--- src/rtl/adc_sar_driver_pkg.sv ---
// Shared definitions for the SAR ADC driver: FSM state type, default
// geometry and small sizing helpers.
package adc_sar_driver_pkg;

  localparam int unsigned N_DEF            = 8;
  localparam int unsigned MAX_AVG_LOG2_DEF = 3;
  localparam int unsigned FIFO_DEPTH_DEF   = 4;
  localparam int unsigned TIMEOUT_W_DEF    = 8;

  // Accumulator width and FIFO pointer width for the default configuration.
  localparam int unsigned ACC_W      = N_DEF + MAX_AVG_LOG2_DEF;
  localparam int unsigned FIFO_PTR_W = $clog2(FIFO_DEPTH_DEF);

  typedef enum logic [2:0] {
    IDLE,
    SOC,
    WAIT_BUSY,
    WAIT_DONE,
    ACCUM,
    PUSH
  } state_t;

  function automatic int unsigned acc_width(int unsigned n, int unsigned max_k);
    return n + max_k;
  endfunction

  function automatic int unsigned ptr_width(int unsigned depth);
    return $clog2(depth);
  endfunction

  // Clamp a requested averaging exponent to the supported maximum.
  function automatic int unsigned sat_k(int unsigned k, int unsigned max_k);
    return (k > max_k) ? max_k : k;
  endfunction

endpackage

--- src/rtl/adc_sar_result_fifo.sv ---
// Small synchronous result FIFO. Simultaneous push and pop always succeed,
// including when full; a push into a full FIFO without a pop is discarded.
module adc_sar_result_fifo #(
  parameter int unsigned WIDTH = 8,
  parameter int unsigned DEPTH = 4
) (
  input  logic             clk,
  input  logic             rst,
  input  logic             push,
  input  logic [WIDTH-1:0] din,
  input  logic             pop,
  output logic             full,
  output logic             empty,
  output logic [WIDTH-1:0] data
);
  import adc_sar_driver_pkg::*;

  localparam int unsigned PTR_W = ptr_width(DEPTH);

  logic [WIDTH-1:0] mem [DEPTH];
  logic [PTR_W-1:0] wr_ptr;
  logic [PTR_W-1:0] rd_ptr;
  logic [PTR_W:0]   count;
  logic [PTR_W:0]   count_nxt;
  logic             do_push;
  logic             do_pop;

  // Accept/refuse decisions and next occupancy.
  always_comb begin
    do_pop    = pop && !empty;
    do_push   = push && (!full || do_pop);
    count_nxt = count + (PTR_W+1)'(do_push) - (PTR_W+1)'(do_pop);
  end

  // Head of queue.
  always_comb begin
    data = mem[rd_ptr];
  end

  // Storage, pointers and registered status flags.
  always_ff @(posedge clk) begin
    if (rst) begin
      for (int unsigned i = 0; i < DEPTH; i++) begin
        mem[i] <= '0;
      end
      wr_ptr <= '0;
      rd_ptr <= '0;
      count  <= '0;
      empty  <= 1'b1;
      full   <= 1'b0;
    end else begin
      if (do_push) begin
        mem[wr_ptr] <= din;
        wr_ptr      <= wr_ptr + PTR_W'(1);
      end
      if (do_pop) begin
        rd_ptr <= rd_ptr + PTR_W'(1);
      end
      count <= count_nxt;
      empty <= (count_nxt == '0);
      full  <= (count_nxt == (PTR_W+1)'(DEPTH));
    end
  end

endmodule

--- src/rtl/adc_sar_driver.sv ---
// SAR ADC driver master: issues soc pulses, tracks eoc with a timeout,
// averages 2^k conversions and queues results for the bus side.
module adc_sar_driver #(
  parameter int unsigned N            = 8,
  parameter int unsigned MAX_AVG_LOG2 = 3,
  parameter int unsigned FIFO_DEPTH   = 4,
  parameter int unsigned TIMEOUT_W    = 8
) (
  input  logic                              clk,
  input  logic                              rst,
  input  logic                              enable,
  input  logic                              start,
  input  logic                              continuous,
  input  logic [$clog2(MAX_AVG_LOG2+1)-1:0] avg_log2,
  input  logic [TIMEOUT_W-1:0]              timeout,
  input  logic                              clear_err,
  output logic                              soc,
  input  logic                              eoc,
  input  logic                              eoa,
  input  logic [N-1:0]                      dout,
  output logic                              res_valid,
  input  logic                              res_ready,
  output logic [N-1:0]                      res_data,
  output logic                              busy,
  output logic                              overflow,
  output logic                              timeout_err,
  output logic                              sampling
);
  import adc_sar_driver_pkg::*;

  localparam int unsigned KW        = $clog2(MAX_AVG_LOG2+1);
  localparam int unsigned ACC_WIDTH = acc_width(N, MAX_AVG_LOG2);
  localparam int unsigned CNT_W     = (MAX_AVG_LOG2 > 0) ? MAX_AVG_LOG2 : 1;

  state_t                 state;
  logic [KW-1:0]          k_l;
  logic [KW-1:0]          k_sat;
  logic [TIMEOUT_W-1:0]   tmo_l;
  logic [TIMEOUT_W-1:0]   tcnt;
  logic [TIMEOUT_W-1:0]   tcnt_inc;
  logic [ACC_WIDTH-1:0]   acc;
  logic [CNT_W-1:0]       cnt;
  logic [CNT_W:0]         cnt_last;
  logic                   pending;
  logic                   last_sample;
  logic                   wait_stall;
  logic                   tmo_event;
  logic [N-1:0]           result;
  logic                   fifo_push;
  logic                   fifo_pop;
  logic                   fifo_full;
  logic                   fifo_empty;
  logic                   drop;

  // Burst bookkeeping: sample-count terminal value, timeout hit, result.
  always_comb begin
    k_sat       = KW'(sat_k(32'(avg_log2), MAX_AVG_LOG2));
    cnt_last    = ((CNT_W+1)'(1) << k_l) - (CNT_W+1)'(1);
    last_sample = ({1'b0, cnt} == cnt_last);
    tcnt_inc    = tcnt + TIMEOUT_W'(1);
    wait_stall  = ((state == WAIT_BUSY) && eoc) || ((state == WAIT_DONE) && !eoc);
    tmo_event   = enable && wait_stall && (tmo_l != '0) && (tcnt_inc == tmo_l);
    result      = N'(acc >> k_l);
  end

  // FIFO handshake; an overflow is a push the FIFO cannot take this cycle.
  always_comb begin
    fifo_push = (state == PUSH) && enable;
    fifo_pop  = res_ready && res_valid;
    drop      = fifo_push && fifo_full && !fifo_pop;
    res_valid = !fifo_empty;
  end

  // Conversion sequencer; soc and busy are registered alongside the state.
  always_ff @(posedge clk) begin
    if (rst) begin
      state   <= IDLE;
      soc     <= 1'b0;
      busy    <= 1'b0;
      pending <= 1'b0;
      acc     <= '0;
      cnt     <= '0;
      tcnt    <= '0;
      k_l     <= '0;
      tmo_l   <= '0;
    end else if (!enable) begin
      state   <= IDLE;
      soc     <= 1'b0;
      busy    <= 1'b0;
      pending <= 1'b0;
      acc     <= '0;
      cnt     <= '0;
    end else begin
      case (state)
        IDLE: begin
          if (start || pending) begin
            if (eoc) begin
              state   <= SOC;
              soc     <= 1'b1;
              busy    <= 1'b1;
              pending <= 1'b0;
              k_l     <= k_sat;
              tmo_l   <= timeout;
            end else begin
              pending <= 1'b1;
            end
          end
        end
        SOC: begin
          state <= WAIT_BUSY;
          soc   <= 1'b0;
          tcnt  <= '0;
        end
        WAIT_BUSY, WAIT_DONE: begin
          if (!wait_stall) begin
            state <= (state == WAIT_BUSY) ? WAIT_DONE : ACCUM;
            tcnt  <= '0;
          end else if (tmo_event) begin
            state <= IDLE;
            busy  <= 1'b0;
            acc   <= '0;
            cnt   <= '0;
          end else begin
            tcnt <= tcnt_inc;
          end
        end
        ACCUM: begin
          acc <= acc + ACC_WIDTH'(dout);
          cnt <= cnt + CNT_W'(1);
          if (last_sample) begin
            state <= PUSH;
          end else begin
            state <= SOC;
            soc   <= 1'b1;
          end
        end
        PUSH: begin
          acc <= '0;
          cnt <= '0;
          if (continuous && eoc) begin
            state <= SOC;
            soc   <= 1'b1;
          end else begin
            state <= IDLE;
            busy  <= 1'b0;
          end
        end
        default: begin
          state <= IDLE;
          soc   <= 1'b0;
          busy  <= 1'b0;
        end
      endcase
    end
  end

  // Sticky error flags; a new event beats a simultaneous clear.
  always_ff @(posedge clk) begin
    if (rst) begin
      overflow    <= 1'b0;
      timeout_err <= 1'b0;
    end else begin
      if (drop) begin
        overflow <= 1'b1;
      end else if (clear_err) begin
        overflow <= 1'b0;
      end
      if (tmo_event) begin
        timeout_err <= 1'b1;
      end else if (clear_err) begin
        timeout_err <= 1'b0;
      end
    end
  end

  // Acquisition-phase status for software.
  always_ff @(posedge clk) begin
    if (rst) begin
      sampling <= 1'b0;
    end else begin
      sampling <= (state != IDLE) && !eoa;
    end
  end

  adc_sar_result_fifo #(
    .WIDTH (N),
    .DEPTH (FIFO_DEPTH)
  ) u_fifo (
    .clk   (clk),
    .rst   (rst),
    .push  (fifo_push),
    .din   (result),
    .pop   (fifo_pop),
    .full  (fifo_full),
    .empty (fifo_empty),
    .data  (res_data)
  );

endmodule

--- config.mk ---
export PLATFORM = sky130hd
export DESIGN_NAME = adc_sar_driver
export DESIGN_NICKNAME = d
export VERILOG_FILES = /design/src/rtl/adc_sar_driver_pkg.sv /design/src/rtl/adc_sar_result_fifo.sv /design/src/rtl/adc_sar_driver.sv
export SDC_FILE = /design/constraint.sdc
export NUM_CORES = 1
export LEC_CHECK = 0
export BUFFER_PORTS_ARGS = -buffer_cell sky130_fd_sc_hd__buf_2
export CELL_PAD_IN_SITES_DETAIL_PLACEMENT = 1
export CELL_PAD_IN_SITES_GLOBAL_PLACEMENT = 1
export CORE_MARGIN = 1
export CORE_UTILIZATION = 50
export DETAILED_ROUTE_END_ITERATION = 10
export PLACE_DENSITY_LB_ADDON = 0.1
export SLEW_MARGIN = 20
export SYNTH_ARGS = -nofsm -noshare
export SYNTH_HDL_FRONTEND = slang
export SYNTH_SLANG_ARGS = --single-unit
--- constraint.sdc ---
create_clock -name clk -period 4.7 [get_ports clk]
set_clock_uncertainty 0.15 [all_clocks]
set_input_delay 0.705 -clock clk [delete_from_list [all_inputs] [get_ports clk]]
set_output_delay 0.705 -clock clk [all_outputs]
set_load 0.05 [all_outputs]
After elaboration in Yosys (flattened, before gate mapping)

Memories as Yosys holds them, arrays and structs flattened. A register that Yosys moved wholly into a read port is not among the register bits.
Cells that the tools add are included.

Register bits after elaboration: 50
Bits in latches: 0
RAM bits: 32
ROM bits: 0
Input port bits: 27
Word-level logic and storage cells: 127
Memories kept: 1

$add $sub $neg: 8
Multiply operators: 0
Divide/modulo/power cells: 0
$lt $le $gt $ge: 0
Equal/unequal tests: 17
Shift operators: 2
Mux-type cells: 39
Bitwise gates (word level): 3
Reduce and logical (&&, ||, !) cells: 40

Memory list:

| memory     | depth | width | read ports | clocked after memory_dff | write ports | RTL line                  | text |
|---|---|---|---|---|---|---|---|
| u_fifo.mem | 4     | 8     | 1          | 1                        | 4           | adc_sar_result_fifo.sv:20 | `logic [WIDTH-1:0] mem [DEPTH];` |

Operator list:

| operator            | number |
|---|---|
| $pmux 11 s3         | 1 |
| $mux 8              | 3 |
| $mux 11             | 2 |
| $mux 3              | 7 |
| $mux 1              | 18 |
| $pmux 8 s2          | 1 |
| $pmux 3 s5          | 1 |
| $logic_and 1x1->1   | 13 |
| $ne 2x2->1 const B  | 6 |
| $add 11x8->11       | 1 |
| $shr 11x2->8        | 1 |
| $eq 3x3->1 const B  | 3 |
| $pmux 3 s3          | 1 |
| $reduce_and 3->1    | 3 |
| $add 8x1->8 const B | 1 |
| $eq 8x8->1          | 1 |
| $pmux 1 s4          | 2 |
| $reduce_bool 8->1   | 1 |
| $reduce_or 8->1     | 1 |
| $eq 3x2->1 const B  | 2 |
| $logic_not 3->1     | 2 |
| $mux 2              | 3 |
| $ne 3x3->1 const B  | 2 |
| $reduce_and 6->1    | 1 |
| 18 further kinds    | 32 |

Depth between registers and ports, before layout

Gate-level depths: netlist of run 1.

Word-level depth: 10
Gate-level depth with buffers: 11
Depth with buffers taken out: 11

By module

A second synthesis of run 1 with hierarchy kept.

Cell total of the unflattened synthesis: 449
Area, all modules: 4713.3 um2

By module, submodules not included:

| module              | instances | cells an instance | area each (um2) | seq. area each (um2) |
|---|---|---|---|---|
| adc_sar_driver      | 1         | 319               | 2765.2          | 820.8 |
| adc_sar_result_fifo | 1         | 130               | 1948.1          | 1181.1 |

Worst setup path before layout of run 1

No wires, ideal clock.

Path kind: input to register
Start point: in enable
End point: mem u_fifo.mem[3][0] (enable)
Arrival time: 2.112 ns
Data required time: 4.166 ns
Setup slack: 2.054 ns
Stages: 5
Path buffers: 1
Cells stage by stage: clkbuf_1 nand3_1 a21oi_1 nand2_1 o21ai_0

RTL lines:

| what        | RTL line                  | text |
|---|---|---|
| from (decl) | adc_sar_driver.sv:11      | `input logic enable,` |
| to (decl)   | adc_sar_result_fifo.sv:20 |  |

==> results of run 1 <==
[logic make-up after synthesis]
family | share of synthesized area [%]
xor+xnor | 4.74
simple gates | 17.1
compound gates | 14.6
mux | 8.45
flops | 47.1
buf+inv | 3.53
fa+ha+maj | 4.47
[power by group]
| part | internal [mW] | total, mW | leakage (nW) | switching (mW) |
|---|---|---|---|---|
| clock | 0.300 | 0.573 | 0.104 | 0.274 |
| combinational | 0.0945 | 0.256 | 0.945 | 0.162 |
| sequential | 0.789 | 0.823 | 0.751 | 0.0339 |
[flip-flops by register name, summed over array words and instances, names as in the netlist, 2 cells and up, named ones only]
| signal | cells |
|---|---|
| u_fifo.mem | 32 |
| acc | 11 |
| tcnt | 8 |
| tmo_l | 8 |
| cnt | 3 |
| state | 3 |
| u_fifo.count | 3 |
| k_l | 2 |
| u_fifo.rd_ptr | 2 |
| u_fifo.wr_ptr | 2 |
[cells in the final DEF (no fill, tap or decap), types with 10 or more instances in the layout]
master,instances
nor2_1,52
dfxtp_1,52
buf_2,40
nand2_1,34
edfxtp_1,32
a21oi_1,25
nand3_1,21
inv_1,17
xnor2_1,16
ha_1,12
mux2i_1,10
nor3_1,10
[worst paths after layout]
kind	to	depth (start not counted)	slack, ns
hold reg to reg	soc	1	0.34
setup / recovery	u_fifo.mem[0][6]	7	1.44
setup reg to reg	u_fifo.mem[0][6]	7	1.44
hold / removal	soc	1	0.34
[per-layer routing]
layer  global-route usage (%)  vias to the layer above
li1                         -                     1618
met1                     34.0                     1645
met2                     42.8                       73
met3                     4.85                       17
met4                     8.33                        0
met5                        0                        -
[layout make-up]
cell class / count / share of cell area [%]
sequential: 84 / 42.2
clock inverter: 6 / 1.87
clock buffer: 10 / 2.69
timing repair buffer: 44 / 4.85
inverter: 18 / 1.42
multi-input combinational: 304 / 44.2
tap: 105 / 2.77
[worst reg2reg max path: cells and delay by family (launching register included)]
family	cells	cell delay [ns]
DFF	1	0.47
AOI/OAI and AO/OA	1	0.54
and+or+nand+nor	6	1.77
[through the flow]
step | power, mW | hold slack, ns | cells
after floorplan | 1.03 | 0.299 | 427
after global placement | 1.08 | 0.319 | 555
after detailed placement | 1.10 | 0.322 | 555
after CTS | 1.66 | 0.329 | 571
after global routing | 1.71 | 0.331 | 571
final | 1.65 | 0.340 | 571
==> out/qor.csv, run 1 <==
stage,metric,value,unit
placement,pre-CTS setup slack,1.36,ns
placement,I/O Buffers,40,
critical_path,critical path's largest stage delay,0.54,ns
pwr,static leakage,1.80,nW
routing,top routing layer in use,met4,
routing,met2 wire length,5.11,mm
routing,drt total wl,10.6,mm
sta,relative slew slack,48.9,%
critical_path,CP dominant cell by count,nand2_1,
critical_path,CP endpoint kind,flip-flop,
placement,DP Area,4530,um^2
layout,Multi-input gate area,2100,um^2
critical_path,worst path cell trace,nor2b_1 -> nand3_1 -> a21oi_1 -> nand2_1 -> nor2_1 -> nand2_1 -> nand2_1,
yosys,most frequent cells after synthesis,"dfxtp_1, nor2_1, nand2_1, edfxtp_1, a21oi_1",
routing,DRC errors left,0,
cts,CTS Buf Count,9,
yosys,largest cells by area after synthesis,"dfxtp_1, edfxtp_1, nor2_1",
routing,met1 wire length,4.89,mm
flow_run,max cap viols,0,
pwr,P per Cell Area,348,nW/um^2
critical_path,Buf/Inv on CP,0,
layout,Area growth syn-to-layout,11.7,%
yosys,Ys Warns,0,
yosys,Most used DFF post-synth,dfxtp_1,
critical_path,"delay-heaviest family, CP",simple AND/OR/NAND/NOR gates,
routing,Vias/cell,5.87,
floorplanning,Die Area,8880,um^2
critical_path,worst setup path startpoint,state[2],
sta,worst slew pin tran,0.762,ns
placement,HPWL Detailed,7.53,mm
yosys,cell area after synthesis,4250,um^2
sta,Tmin final,3.26,ns
cts,H-tree levels,3,
yosys,Syn Inst Count,427,
layout,antenna diode count,0,
routing,Routed Antenna Nets,0,
sta,crit share post-route,69.3,%
cts,clk slew on worst S/H paths,0.08,ns
floorplanning,Die Ht,94.2,um
grt,first-pass GRT wire length,17.3,mm
sta,worst setup margin,1.44,ns
floorplanning,Die W,94.2,um
sta,"Slew Viols, Final",0,
floorplanning,Core Region,8220,um^2
critical_path,Critical Path Fanout Max,9,
sta,# setup viols final,0,
cts,# resized after CTS,0,
hold_path,hold_sp,soc,
layout,Fill cells,923,
critical_path,critical path arrival,3.14,ns
yosys,syn_area_per_cell,9.96,um^2
floorplanning,row count,33,
yosys,number of flops mapped to enable cells by yosys,32,
sta,Max Freq,307,MHz
yosys,sequential share of the synthesized area,47.1,%
layout,share of cells above drive strength 1,16.7,%
routing,1st-iter DRT viols,147,
yosys,Post-synth ARST share,0,%
floorplanning,Ports,41,
cts,cts hold-fix bufs,0,
critical_path,Worst path slowest cell,a21oi_1,
routing,wire per inst,18.5,um
cts,Setup Buffers After CTS,0,
cts,later-pin clock latency in the skew report,0.37,ns
critical_path,startpoint types,flip-flop,
yosys,Post-Syn Nets,468,
grt,All-Layer GR Usage,25.9,%
layout,register area,2000,um^2
critical_path,WS Path Type,reg -> reg,
critical_path,Reg2Reg Launch Point,state[2],
cts,CTS root buf,clkbuf_8,
layout,design area,4750,um^2
grt,gr ovfl total,0,
yosys,#FFs+latches synth,84,
grt,largest net degree at the start of global routing,32,
routing,vias post-DR,3353,
layout,fin util,57.8,%
yosys,Synth top area share,24.5,%
routing,Met3 Routed Length,414,um
sta,setup TNS,0,ns
sta,"Hold Vio Cnt, Final",0,
layout,Final nets,502,
grt,number of global-route vias before repair,3433,
floorplanning,initial core utilization,51.7,%
critical_path,critical path required time,4.58,ns
cts,Clock Path Buffers,2,
hold_path,worst hold path class,reg -> reg,
routing,DR pass1 iterations,4,
sta,RSZ-0062 raised after global routing,false,
cts,Sink Count,84,
status,status,finished clean,
cts,CTS tree,built,
yosys,post-synth top area cell,dfxtp_1,
pwr,Peak supply drop,162,uV
placement,global placement routability congestion,0.853,
yosys,Unique masters post-synth,56,
grt,initial antenna violation count,0,
Power figures use the tool's default switching activity.
==> run 2: changes to the inputs <==
CORE_UTILIZATION = 42   (was 50)
clock period = 2.8 ns   (was 4.7 ns; I/O delays follow)
==> out/qor.csv, run 2 (synthesis gave the netlist of run 1 again) <==
stage,metric,value,unit
status,status,finished clean,
floorplanning,Die Ht,103,um
placement,global placement routability congestion,0.836,
floorplanning,row count,36,
cts,H-tree levels,3,
pwr,power share of the clock group,32.4,%
pwr,Peak supply drop,207,uV
placement,HPWL Detailed,7.53,mm
layout,most frequent cells in the layout,"nor2_1, dfxtp_1, buf_2, nand2_1, edfxtp_1",
layout,antenna diode count,0,
cts,Setup Buffers After CTS,0,
cts,Clock Path Buffers,2,
floorplanning,Die W,103,um
pwr,Pint,1.92,mW
placement,I/O Buffers,40,
cts,Sink Count,84,
layout,register area,2000,um^2
routing,Routed Antenna Nets,0,
grt,largest net degree at the start of global routing,18,
pwr,switching share of power,28.2,%
cts,cts hold-fix bufs,0,
critical_path,Critical Path Fanout Max,8,
routing,DR pass1 iterations,4,
critical_path,critical path required time,2.90,ns
layout,share of cells above drive strength 1,19.7,%
grt,number of global-route vias before repair,3397,
critical_path,WS Path Type,reg -> reg,
layout,Final nets,519,
pwr,Flop pwr share,51.4,%
routing,vias post-DR,3336,
floorplanning,initial core utilization,43.5,%
pwr,static leakage,1.88,nW
routing,Vias/cell,5.42,
pwr,combinational group share of total power,16.1,%
layout,Area growth syn-to-layout,14.9,%
sta,setup TNS,0,ns
layout,largest register by flop count,u_fifo.mem,
sta,"Slew Viols, Final",0,
layout,Multi-input gate area,2100,um^2
layout,fin util,50.0,%
placement,pre-CTS setup slack,0.133,ns
cts,clk slew on worst S/H paths,0.08,ns
grt,All-Layer GR Usage,21.1,%
cts,CTS tree,built,
hold_path,worst hold path class,in -> reg,
pwr,NetSw,0.752,mW
grt,initial antenna violation count,0,
critical_path,CP endpoint kind,flip-flop,
critical_path,startpoint types,flip-flop,
sta,# setup viols final,0,
sta,Max Freq,384,MHz
routing,1st-iter DRT viols,94,
sta,crit share post-route,93.1,%
cts,CTS Buf Count,9,
critical_path,Reg2Reg Launch Point,tcnt[0],
grt,gr ovfl total,0,
flow_run,max cap viols,0,
sta,Tmin final,2.61,ns
sta,worst slew pin tran,0.608,ns
floorplanning,Ports,41,
routing,DRC errors left,0,
pwr,P per Cell Area,547,nW/um^2
critical_path,worst setup path startpoint,tcnt[0],
critical_path,r2r setup slk,0.19,ns
sta,worst setup margin,0.194,ns
cts,later-pin clock latency in the skew report,0.36,ns
layout,Fill cells,1140,
floorplanning,Die Area,10500,um^2
floorplanning,Core Region,9770,um^2
cts,CTS root buf,clkbuf_8,
sta,RSZ-0062 raised after global routing,false,
sta,worst hold slack,0.0665,ns
grt,first-pass GRT wire length,16.9,mm
routing,wire per inst,16.4,um
sta,"Hold Vio Cnt, Final",0,
layout,max reg flops,32,
critical_path,critical path arrival,2.70,ns
layout,biggest regs,"u_fifo.mem x32, acc x11",
hold_path,hold_sp,eoa,
sta,relative slew slack,59.4,%
cts,# resized after CTS,0,
routing,drt total wl,10.1,mm
-- run 2: changes by cell type in the layout (fill, tap and decap cells not counted), sizes merged --
| cell | delta |
|---|---|
| buf | +17 |
| clkbuf | +1 |
| bufinv | -1 |
-- run 2: area by class of cell --
cell class,count,share of cell area [%]
Tap cell,133,3.41
Clock buffer,11,2.89
Sequential cell,84,41.0
Multi-Input combinational cell,304,43.0
Timing Repair Buffer,61,7.32
Inverter,18,1.38
Clock inverter,5,1.05
-- run 2: worst paths after layout --
kind / end / cells past startpoint
worst max register to register: tcnt[0] / 8
worst min-delay path: sampling / 2
worst max-delay path: tcnt[0] / 8
worst min register to register: overflow / 2
-- run 2: power groups by stage --
stage / Clock (mW) / Combinational, mW / Sequential [mW]
final: 0.866 / 0.431 / 1.37
after global placement: 0 / 0.419 / 1.40
after floorplan: 0 / 0.345 / 1.38
after detailed placement: 0 / 0.437 / 1.40
after CTS: 0.889 / 0.438 / 1.38
after global routing: 0.930 / 0.471 / 1.38
-- run 2: through the flow --
step / total power [mW] / cell area, um^2 / std cells
after detailed placement: 1.84 / 4690 / 600
after CTS: 2.70 / 4890 / 616
after global placement: 1.82 / 4690 / 600
after global routing: 2.78 / 4890 / 616
final: 2.67 / 4890 / 616
after floorplan: 1.72 / 4250 / 427
-- run 2: layer usage --
layer	wire (um)	GRT usage, %	vias up
met2	4780	34.6	43
met3	249	2.85	13
met5	0	0	-
met4	178	8.02	0
li1	-	-	1656
met1	4920	28.5	1624
-- run 2: worst max-delay path, stage by stage (launching register included) --
cell       delay [ns]
dfxtp_1          0.44
nand2_1          0.16
or4_1            0.49
nand3_1          0.10
o211ai_1         0.14
a2111oi_4        0.39
buf_4            0.22
nor2_1           0.08
mux2_1           0.33
==> run 3: changes to the inputs <==
CELL_PAD_IN_SITES_GLOBAL_PLACEMENT = 2   (was 1)
CORE_UTILIZATION = 34   (was 42)
==> out/qor.csv, run 3 (synthesis gave the netlist of run 1 again) <==
stage,metric,value,unit
sta,Tmin final,2.59,ns
cts,Clock Path Buffers,2,
pwr,Peak supply drop,204,uV
placement,I/O Buffers,40,
layout,share of cells above drive strength 1,20.9,%
cts,Setup Buffers After CTS,0,
routing,DRC errors left,0,
grt,met1 Usage GRT,24.0,%
pwr,P per Cell Area,577,nW/um^2
layout,Area growth syn-to-layout,19.0,%
sta,crit share post-route,92.4,%
routing,1st-iter DRT viols,131,
hold_path,worst hold path class,in -> reg,
cts,CTS Buf Count,9,
routing,Routed Antenna Nets,0,
floorplanning,Ports,41,
layout,biggest regs,"u_fifo.mem x32, acc x11",
sta,RSZ-0062 raised after global routing,false,
layout,largest register by flop count,u_fifo.mem,
layout,fin util,41.8,%
grt,initial antenna violation count,0,
sta,"Slew Viols, Final",0,
sta,# setup viols final,0,
floorplanning,Die Area,13000,um^2
cts,CTS root buf,clkbuf_16,
floorplanning,Die W,114,um
routing,vias post-DR,3325,
critical_path,Worst path slowest cell,or4_1,
sta,Max Freq,386,MHz
cts,cts hold-fix bufs,0,
grt,met2 Use GR,27.5,%
grt,All-Layer GR Usage,17.5,%
critical_path,Critical Path Fanout Max,7,
grt,first-pass GRT wire length,17.3,mm
critical_path,Buf/Inv on CP,1,
sta,"Hold Vio Cnt, Final",0,
flow_run,max cap viols,0,
grt,met3 usage,2.82,%
routing,Vias/cell,5.07,
sta,setup TNS,0,ns
critical_path,critical path's largest stage delay,0.49,ns
critical_path,critical path required time,2.88,ns
critical_path,worst path cell trace,nand2_1 -> or4_1 -> nand3_1 -> o211ai_1 -> a2111oi_4 -> buf_4 -> nor2_1 -> mux2_1,
cts,later-pin clock latency in the skew report,0.34,ns
sta,worst slew pin tran,0.608,ns
layout,antenna diode count,0,
critical_path,startpoint types,flip-flop,
layout,design area,5060,um^2
critical_path,"delay-heaviest family, CP",simple AND/OR/NAND/NOR gates,
cts,H-tree levels,3,
routing,drt total wl,10.4,mm
layout,most frequent cells in the layout,"nor2_1, dfxtp_1, buf_2, nand2_1, edfxtp_1",
cts,Sink Count,84,
placement,global placement routability congestion,0.786,
placement,# placed instances,640,
floorplanning,Die Ht,114,um
sta,relative slew slack,59.4,%
grt,Most Crowded Layer GR,met2,
floorplanning,Core Region,12100,um^2
pwr,static leakage,1.93,nW
grt,largest net degree at the start of global routing,19,
cts,# resized after CTS,0,
floorplanning,row count,40,
critical_path,WS Path Type,reg -> reg,
layout,fin cells,656,
layout,Final nets,524,
critical_path,critical path arrival,2.67,ns
pwr,Power Total,2.92,mW
floorplanning,initial core utilization,35.1,%
critical_path,CP endpoint kind,flip-flop,
grt,gr ovfl total,0,
placement,HPWL Detailed,7.72,mm
grt,number of global-route vias before repair,3381,
placement,DP Area,4780,um^2
status,status,finished clean,
cts,clk slew on worst S/H paths,0.07,ns
layout,max reg flops,32,
routing,DR pass1 iterations,4,
cts,CTS tree,built,
routing,wire per inst,15.8,um
-- run 3: where the power goes --
part	switching (mW)	internal, mW	total (mW)
combinational	0.263	0.167	0.429
clock	0.507	0.607	1.11
sequential	0.0490	1.33	1.37
total	0.819	2.10	2.92
-- run 3: path summary, 6_finish.rpt --
check / cells after the start / from / end / slack (ns)
hold / removal: 2 / eoa / sampling / 0.08
hold reg to reg: 1 / soc / soc / 0.34
setup reg to reg: 8 / tcnt[0] / tcnt[0] / 0.21
setup / recovery: 8 / tcnt[0] / tcnt[0] / 0.21
-- run 3: layer usage --
layer	share of wire, %	wire length, um	vias to the layer above
li1	-	-	1667
met1	49	5090	1604
met2	46	4760	39
met3	3.0	308	15
met4	2.0	203	0
met5	0	0	-
-- run 3: stage by stage --
stage | hold WS, ns | worst slack, ns
after floorplan | 0.299 | 0.371
after detailed placement | 0.322 | 0.202
final | 0.0828 | 0.212
after global routing | 0.0712 | 0.0139
after global placement | 0.314 | 0.271
after CTS | 0.0715 | 0.183
-- run 3: layout make-up --
cell class	count	area [um^2]
Fill cell	1383	7050
Clock inverter	6	48.8
Tap cell	168	210
Inverter	18	67.6
Multi-Input combinational cell	304	2110
Sequential cell	84	2000
Timing Repair Buffer	66	395
Clock buffer	10	229
